**src/rtl/eth_tx_arb.sv**
```systemverilog
// eth_tx_arb: two-requester frame arbiter feeding a MAC TX FIFO.
// Frames are wrapped in SOF/EOF control words, zero-padded up to MIN_LEN,
// truncated with an ERR word at MAX_LEN (remaining bytes drained silently),
// and a pending-frame count gates new grants and drives the MAC start enable.
module eth_tx_arb #(
    parameter int unsigned MIN_LEN  = 60,
    parameter int unsigned MAX_LEN  = 1514,
    parameter int unsigned PEND_MAX = 15
) (
    input  logic       clk,
    input  logic       rst,
    input  logic [1:0] req_in,
    output logic [1:0] grant_out,
    input  logic [7:0] d0_in,
    input  logic [7:0] d1_in,
    input  logic [1:0] valid_in,
    input  logic [1:0] last_in,
    input  logic [1:0] abort_in,
    output logic [1:0] ack_out,
    output logic       wr_en_out,
    output logic [8:0] wr_d_out,
    input  logic       wr_full_in,
    input  logic       mac_sof_rd_in,
    output logic       mac_start_out
);

    localparam logic [8:0]  SOF_W      = 9'h100;
    localparam logic [8:0]  EOF_W      = 9'h101;
    localparam logic [8:0]  ERR_W      = 9'h103;
    localparam logic [10:0] MIN_LEN_C  = 11'(MIN_LEN);
    localparam logic [10:0] MAX_LEN_C  = 11'(MAX_LEN);
    localparam logic [3:0]  PEND_MAX_C = 4'(PEND_MAX);

    typedef enum logic [2:0] {
        S_IDLE,
        S_SOF,
        S_DATA,
        S_PAD,
        S_EOF,
        S_ERR,
        S_DROP
    } state_t;

    state_t      state_q, state_d;
    logic [1:0]  grant_q, grant_d;
    logic        rr_last_q, rr_last_d;   // index of the requester granted most recently
    logic [10:0] cnt_q, cnt_d;
    logic [10:0] cnt_inc;
    logic        len_err_q, len_err_d;   // ERR was entered through the length limit
    logic [3:0]  pending_q, pending_d;
    logic        start_q;

    // Granted requester's byte-stream signals
    logic        sel;
    logic [7:0]  g_data;
    logic        g_valid;
    logic        g_last;
    logic        g_abort;

    logic        wr_en;
    logic [8:0]  wr_d;
    logic        accept;
    logic        ctrl_wr;
    logic        win;

    assign sel     = grant_q[1];
    assign g_data  = sel ? d1_in : d0_in;
    assign g_valid = valid_in[sel];
    assign g_last  = last_in[sel];
    assign g_abort = abort_in[sel];
    assign cnt_inc = cnt_q + 11'd1;

    // State register
    always_ff @(posedge clk) begin
        if (rst) begin
            state_q <= S_IDLE;
        end else begin
            state_q <= state_d;
        end
    end

    // Next-state and datapath-next logic
    always_comb begin
        state_d   = state_q;
        grant_d   = grant_q;
        rr_last_d = rr_last_q;
        cnt_d     = cnt_q;
        len_err_d = len_err_q;
        win       = 1'b0;
        unique case (state_q)
            S_IDLE: begin
                if ((req_in != 2'b00) && (pending_q < PEND_MAX_C)) begin
                    if (req_in == 2'b11) begin
                        win = ~rr_last_q;
                    end else begin
                        win = req_in[1];
                    end
                    grant_d   = win ? 2'b10 : 2'b01;
                    rr_last_d = win;
                    state_d   = S_SOF;
                end
            end
            S_SOF: begin
                cnt_d     = '0;
                len_err_d = 1'b0;
                if (wr_en) begin
                    state_d = S_DATA;
                end
            end
            S_DATA: begin
                if (g_abort) begin
                    state_d   = S_ERR;
                    len_err_d = 1'b0;
                end else if (accept) begin
                    cnt_d = cnt_inc;
                    if (g_last) begin
                        state_d = (cnt_inc < MIN_LEN_C) ? S_PAD : S_EOF;
                    end else if (cnt_inc == MAX_LEN_C) begin
                        state_d   = S_ERR;
                        len_err_d = 1'b1;
                    end
                end
            end
            S_PAD: begin
                if (wr_en) begin
                    cnt_d = cnt_inc;
                    if (cnt_inc >= MIN_LEN_C) begin
                        state_d = S_EOF;
                    end
                end
            end
            S_EOF: begin
                if (wr_en) begin
                    state_d = S_IDLE;
                    grant_d = '0;
                end
            end
            S_ERR: begin
                if (wr_en) begin
                    if (len_err_q) begin
                        state_d = S_DROP;
                    end else begin
                        state_d = S_IDLE;
                        grant_d = '0;
                    end
                end
            end
            S_DROP: begin
                if (accept && g_last) begin
                    state_d = S_IDLE;
                    grant_d = '0;
                end
            end
            default: begin
                state_d = S_IDLE;
                grant_d = '0;
            end
        endcase
    end

    // FIFO write word, write enable and byte-accept, decoded from the current state
    always_comb begin
        wr_en  = 1'b0;
        wr_d   = '0;
        accept = 1'b0;
        unique case (state_q)
            S_SOF: begin
                wr_d  = SOF_W;
                wr_en = !wr_full_in;
            end
            S_DATA: begin
                wr_d   = {1'b0, g_data};
                accept = g_valid && !g_abort && !wr_full_in;
                wr_en  = accept;
            end
            S_PAD: begin
                wr_d  = 9'h000;
                wr_en = !wr_full_in;
            end
            S_EOF: begin
                wr_d  = EOF_W;
                wr_en = !wr_full_in;
            end
            S_ERR: begin
                wr_d  = ERR_W;
                wr_en = !wr_full_in;
            end
            S_DROP: begin
                accept = g_valid;
            end
            default: begin
                wr_en  = 1'b0;
                accept = 1'b0;
            end
        endcase
    end

    assign wr_en_out = wr_en;
    assign wr_d_out  = wr_d;
    assign ack_out   = accept ? grant_q : 2'b00;

    // Pending frames: a frame terminator written and a SOF read in the same cycle cancel out
    assign ctrl_wr = wr_en && ((state_q == S_EOF) || (state_q == S_ERR));

    always_comb begin
        pending_d = pending_q;
        if (ctrl_wr && !mac_sof_rd_in) begin
            pending_d = pending_q + 4'd1;
        end else if (!ctrl_wr && mac_sof_rd_in && (pending_q != 4'd0)) begin
            pending_d = pending_q - 4'd1;
        end
    end

    // Grant, round-robin pointer, byte counter, pending count and MAC start
    always_ff @(posedge clk) begin
        if (rst) begin
            grant_q   <= '0;
            rr_last_q <= 1'b1;
            cnt_q     <= '0;
            len_err_q <= 1'b0;
            pending_q <= '0;
            start_q   <= 1'b0;
        end else begin
            grant_q   <= grant_d;
            rr_last_q <= rr_last_d;
            cnt_q     <= cnt_d;
            len_err_q <= len_err_d;
            pending_q <= pending_d;
            // Follows the count being loaded this edge so start rises the cycle after EOF
            start_q   <= (pending_d != 4'd0);
        end
    end

    assign grant_out     = grant_q;
    assign mac_start_out = start_q;

endmodule

```
**config.mk**
```make
export PLATFORM = sky130hd
export DESIGN_NAME = eth_tx_arb
export DESIGN_NICKNAME = d
export VERILOG_FILES = /design/src/rtl/eth_tx_arb.sv
export SDC_FILE = /design/constraint.sdc
export NUM_CORES = 1
export LEC_CHECK = 0
export CAP_MARGIN = 20
export CORE_UTILIZATION = 45
export DETAILED_ROUTE_END_ITERATION = 12
export GPL_ROUTABILITY_DRIVEN = 0
export PLACE_DENSITY_LB_ADDON = 0.15
export RECOVER_POWER = 50
export SLEW_MARGIN = 15
export SYNTH_ARGS = -nofsm -noshare
export SYNTH_HDL_FRONTEND = slang
export SYNTH_SLANG_ARGS = --single-unit
```
**constraint.sdc**
```tcl
create_clock -name clk -period 6.2 [get_ports clk]
set_input_delay 1.24 -clock clk [delete_from_list [all_inputs] [get_ports clk]]
set_output_delay 1.24 -clock clk [all_outputs]
set_load 0.05 [all_outputs]
```
==> metrics.txt <==
# TYPE chip_impl_metric gauge
chip_impl_metric{name="nNetsFinal",unit=""} 314
chip_impl_metric{name="worst_path_largest_cell_delay",unit="ps"} 800
chip_impl_info{name="cts_root_buffer",value="sky130_fd_sc_hd__clkbuf_8"} 1
chip_impl_metric{name="power.static_leakage",unit="nW"} 0.809
chip_impl_info{name="synth_top_cells_by_area",value="sky130_fd_sc_hd__dfxtp_1, sky130_fd_sc_hd__mux2i_1, sky130_fd_sc_hd__nor2_1"} 1
chip_impl_metric{name="tightestPinTransition",unit="ps"} 948
chip_impl_info{name="outcome",value="finished, final reports clean"} 1
chip_impl_info{name="synth_most_common_cell",value="sky130_fd_sc_hd__nor2_1"} 1
chip_impl_metric{name="critPathRequiredTime",unit="ps"} 4960
chip_impl_metric{name="cts.repair.resized",unit=""} 0
chip_impl_info{name="path_cells",value="dlygate4sd3_1, nor2b_1, nor3_1, nor2b_1, and2_1, clkdlybuf4s50_1"} 1
chip_impl_metric{name="grt_start_max_net_pins",unit=""} 26
chip_impl_metric{name="maxCapViolCount",unit=""} 0
chip_impl_metric{name="post_drt_via_cell_ratio",unit=""} 5.96
chip_impl_info{name="rsz_0062_raised_after_global_routing",value="no"} 1
chip_impl_metric{name="floorplan.die.width",unit="um"} 68.1
chip_impl_metric{name="max_clock_freq",unit="GHz"} 0.207
chip_impl_metric{name="core_region_area",unit="um^2"} 4090
chip_impl_metric{name="clk_path_buf_depth",unit=""} 2
chip_impl_info{name="worstSetupPathType",value="input pin to output pin"} 1
chip_impl_metric{name="fillCellCount",unit=""} 383
chip_impl_info{name="largest_area_contributor_in_the_synthesized_netlist",value="sky130_fd_sc_hd__dfxtp_1"} 1
chip_impl_metric{name="syn_nets",unit=""} 282
chip_impl_metric{name="initial_antenna_violation_count",unit=""} 0
chip_impl_info{name="kind_of_start_point_of_the_critical_path",value="input pin"} 1
chip_impl_metric{name="number_of_global_route_vias_before_repair",unit=""} 1706
chip_impl_metric{name="io_buffers",unit=""} 42
chip_impl_metric{name="slew_violations",unit=""} 0
chip_impl_metric{name="area_growth",unit="%"} 20.3
chip_impl_metric{name="detailedRoute.firstIterationViolations",unit=""} 185
chip_impl_metric{name="rel_slew_slack",unit="%"} 36.6
chip_impl_metric{name="hold_bufs_inserted_after_cts",unit=""} 0
chip_impl_info{name="ys.flop_type",value="sky130_fd_sc_hd__dfxtp_1"} 1
chip_impl_metric{name="asyncSetResetFlopFracSynth",unit="%"} 0
chip_impl_metric{name="syn-mean-instance-area",unit="um^2"} 7.87
chip_impl_metric{name="cts.clk_slew.worst_paths",unit="ps"} 90
chip_impl_metric{name="postRouteAntennaNets",unit=""} 0
chip_impl_metric{name="dp_slack",unit="ps"} 1480
chip_impl_metric{name="tritoncts_num_sinks",unit=""} 23
chip_impl_metric{name="worst_clock_skew",unit="ps"} 2.16
chip_impl_metric{name="clock_tree.htree_level_count",unit=""} 1
chip_impl_info{name="cts_tree",value="done"} 1
chip_impl_metric{name="post-cts-setup-buffer-count",unit=""} 0
chip_impl_metric{name="postSynthCellCount",unit=""} 250
chip_impl_metric{name="std_cell_rows",unit=""} 23
chip_impl_metric{name="timing.critical_path.arrival",unit="ps"} 3580
chip_impl_info{name="critical-path-slowest-cell",value="sky130_fd_sc_hd__clkdlybuf4s50_1"} 1
chip_impl_info{name="cp_common_cell",value="sky130_fd_sc_hd__nor2b_1"} 1
chip_impl_metric{name="finalHoldViolCount",unit=""} 0
chip_impl_metric{name="n_antenna_cell",unit=""} 0
chip_impl_metric{name="cp_max_fo",unit=""} 9
chip_impl_metric{name="post_synth_instance_area",unit="um^2"} 1970
chip_impl_metric{name="post-route-min-period",unit="ps"} 4820
chip_impl_metric{name="drt_first_pass_iters",unit=""} 4
chip_impl_metric{name="dieHeight",unit="um"} 68.1
chip_impl_metric{name="remaining_drc_errors",unit=""} 0
chip_impl_info{name="worstSetupEndpointType",value="output pin"} 1
chip_impl_metric{name="ys_seq_area_share",unit="%"} 23.4
chip_impl_info{name="timing.critical_path.max_delay_family",value="buffers and inverters"} 1
chip_impl_metric{name="synth_top_area_share",unit="%"} 23.4
chip_impl_metric{name="gr-usage-all-layers",unit="%"} 21.6
chip_impl_metric{name="globalRouteOverflowTotal",unit=""} 0
chip_impl_metric{name="die_area",unit="um^2"} 4640
chip_impl_metric{name="finalCritPeriodShare",unit="%"} 77.7
chip_impl_metric{name="drt-total-wl",unit="mm"} 4.68
chip_impl_metric{name="routedWlPerCell",unit="um"} 14.1
chip_impl_metric{name="synthesized_flop_and_latch_total",unit=""} 23
chip_impl_metric{name="clk-insertion-delay-late",unit="ps"} 270
chip_impl_metric{name="yosysWarningCount",unit=""} 0
chip_impl_metric{name="timing.final.setup_violations",unit=""} 0
chip_impl_info{name="holdCritPathClass",value="flip-flop to flip-flop"} 1
chip_impl_metric{name="power_per_cell_area",unit="nW/um^2"} 323
chip_impl_metric{name="start_util",unit="%"} 48.2
chip_impl_metric{name="cp_num_buf_inv",unit=""} 2
chip_impl_metric{name="cts_buffers",unit=""} 3
chip_impl_metric{name="routed-via-count",unit=""} 1973
chip_impl_metric{name="final.setup.tns",unit="ps"} 0
chip_impl_metric{name="io_pins",unit=""} 43
chip_impl_metric{name="dp_hpwl",unit="mm"} 3.50
chip_impl_metric{name="ir_drop",unit="mV"} 0.214
chip_impl_metric{name="worst_case_setup_margin_in_the_final_layout",unit="ps"} 1380
chip_impl_metric{name="grt_pass1_wl",unit="mm"} 7.69
chip_impl_metric{name="layout-drive-gt1-share",unit="%"} 6.05
chip_impl_metric{name="yosys.cell_types.count",unit=""} 67
chip_impl_metric{name="synth_enable_flop_cells",unit=""} 0
chip_impl_info{name="yosys-top-cells-count",value="sky130_fd_sc_hd__nor2_1, sky130_fd_sc_hd__dfxtp_1, sky130_fd_sc_hd__a21oi_1"} 1
==> cells in the final DEF (no fill, tap or decap), types with 2 or more instances in the layout <==
master                            netlist  routed
sky130_fd_sc_hd__dfxtp_1               23      23
sky130_fd_sc_hd__nor3b_1                2       2
sky130_fd_sc_hd__a211oi_1               3       3
sky130_fd_sc_hd__o41ai_1                2       2
sky130_fd_sc_hd__o22ai_1                1       2
sky130_fd_sc_hd__nand3_1                4       4
sky130_fd_sc_hd__nand2b_1               6       6
sky130_fd_sc_hd__nor3_1                10      10
sky130_fd_sc_hd__dlygate4sd3_1          0       4
sky130_fd_sc_hd__xnor2_1                6       6
sky130_fd_sc_hd__and4_1                 2       2
sky130_fd_sc_hd__nor2_1                30      30
sky130_fd_sc_hd__nor2b_1                3       3
sky130_fd_sc_hd__o21ai_0               15      15
sky130_fd_sc_hd__a211o_1                3       3
sky130_fd_sc_hd__or3_1                  4       4
sky130_fd_sc_hd__a41oi_1                2       2
sky130_fd_sc_hd__a22oi_1                4       4
sky130_fd_sc_hd__ha_1                   4       4
sky130_fd_sc_hd__mux2i_1               13      13
sky130_fd_sc_hd__a21o_1                 2       2
sky130_fd_sc_hd__clkbuf_8               3       3
sky130_fd_sc_hd__nor4_1                 2       2
sky130_fd_sc_hd__clkdlybuf4s50_1        0      38
sky130_fd_sc_hd__a221oi_1               2       3
sky130_fd_sc_hd__a31oi_1                3       3
sky130_fd_sc_hd__nand4_1                3       3
sky130_fd_sc_hd__a21oi_1               21      21
sky130_fd_sc_hd__o2111ai_1              2       2
sky130_fd_sc_hd__nand2_1               16      16
sky130_fd_sc_hd__inv_1                 10      10
sky130_fd_sc_hd__o31ai_1                2       2
sky130_fd_sc_hd__and2_1                 3       3
==> tightest hold or removal path, stage by stage, from the launching register on <==
cell and delay, ps:
sky130_fd_sc_hd__dfxtp_1 330, sky130_fd_sc_hd__nand2_1 70, sky130_fd_sc_hd__a21oi_2 40
==> layer usage <==
layer,share of wire (%),wire length (um),GRT usage [%]
met2,47,2190,36.9
met4,0.86,40,4.69
met3,5.6,264,4.83
met1,47,2180,27.3
met5,0,0,0
==> flip-flops by register name, summed over array words and instances, names as in the netlist <==
| register | flops |
|---|---|
| mac_start_out | 1 |
| pending_q | 4 |
| len_err_q | 1 |
| cnt_q | 11 |
| rr_last_q | 1 |
| grant_out | 2 |
| state_q | 3 |
==> layout make-up <==
cell class,instances,area (um^2),share of cell area [%]
Timing Repair Buffer,43,428,18.1
Tap cell,50,62.6,2.64
Inverter,11,41.3,1.74
Sequential cell,23,460,19.5
Clock buffer,3,41.3,1.74
Multi-Input combinational cell,200,1330,56.0
Clock inverter,1,7.51,0.317
==> report_power, final <==
part / switching (mW) / internal [mW] / total [mW]
clock network: 0.0542 / 0.0456 / 0.0998
logic: 0.252 / 0.179 / 0.431
registers: 0.0557 / 0.178 / 0.234
==> per-stage QoR <==
step                std cells  total power, mW  util, %  hold slack (ps)  instance area [um^2]
floorplan                 250            0.570        -              429                  1970
global placement          327            0.672     57.0              453                  2330
detailed placement        327            0.671     57.0              454                  2330
CTS                       331            0.775     58.2              478                  2380
global route              331            0.818     57.9              499                  2370
finish                    331            0.764     57.9              480                  2370
==> kinds of logic (layout without fill, tap and decap cells) <==
family,count (synthesis),count (layout),synth area share (%)
flops,23,23,23.4
xor+xnor,7,7,3.12
buf+inv,27,58,8.58
compound gates,78,78,28.0
fa+ha+maj,4,4,2.54
mux,14,14,7.76
simple gates,97,97,26.6
==> worst paths after layout <==
path / start / to / slack, ps / depth (start not counted)
worst max-delay path: wr_full_in / ack_out[1] / 1380 / 6
worst min-delay path: grant_out[0] / grant_out[0] / 480 / 2
worst max register to register: grant_out[1] / cnt_q[4] / 3360 / 6
worst min register to register: grant_out[0] / grant_out[0] / 480 / 2
(Power assumes the default switching activity.)
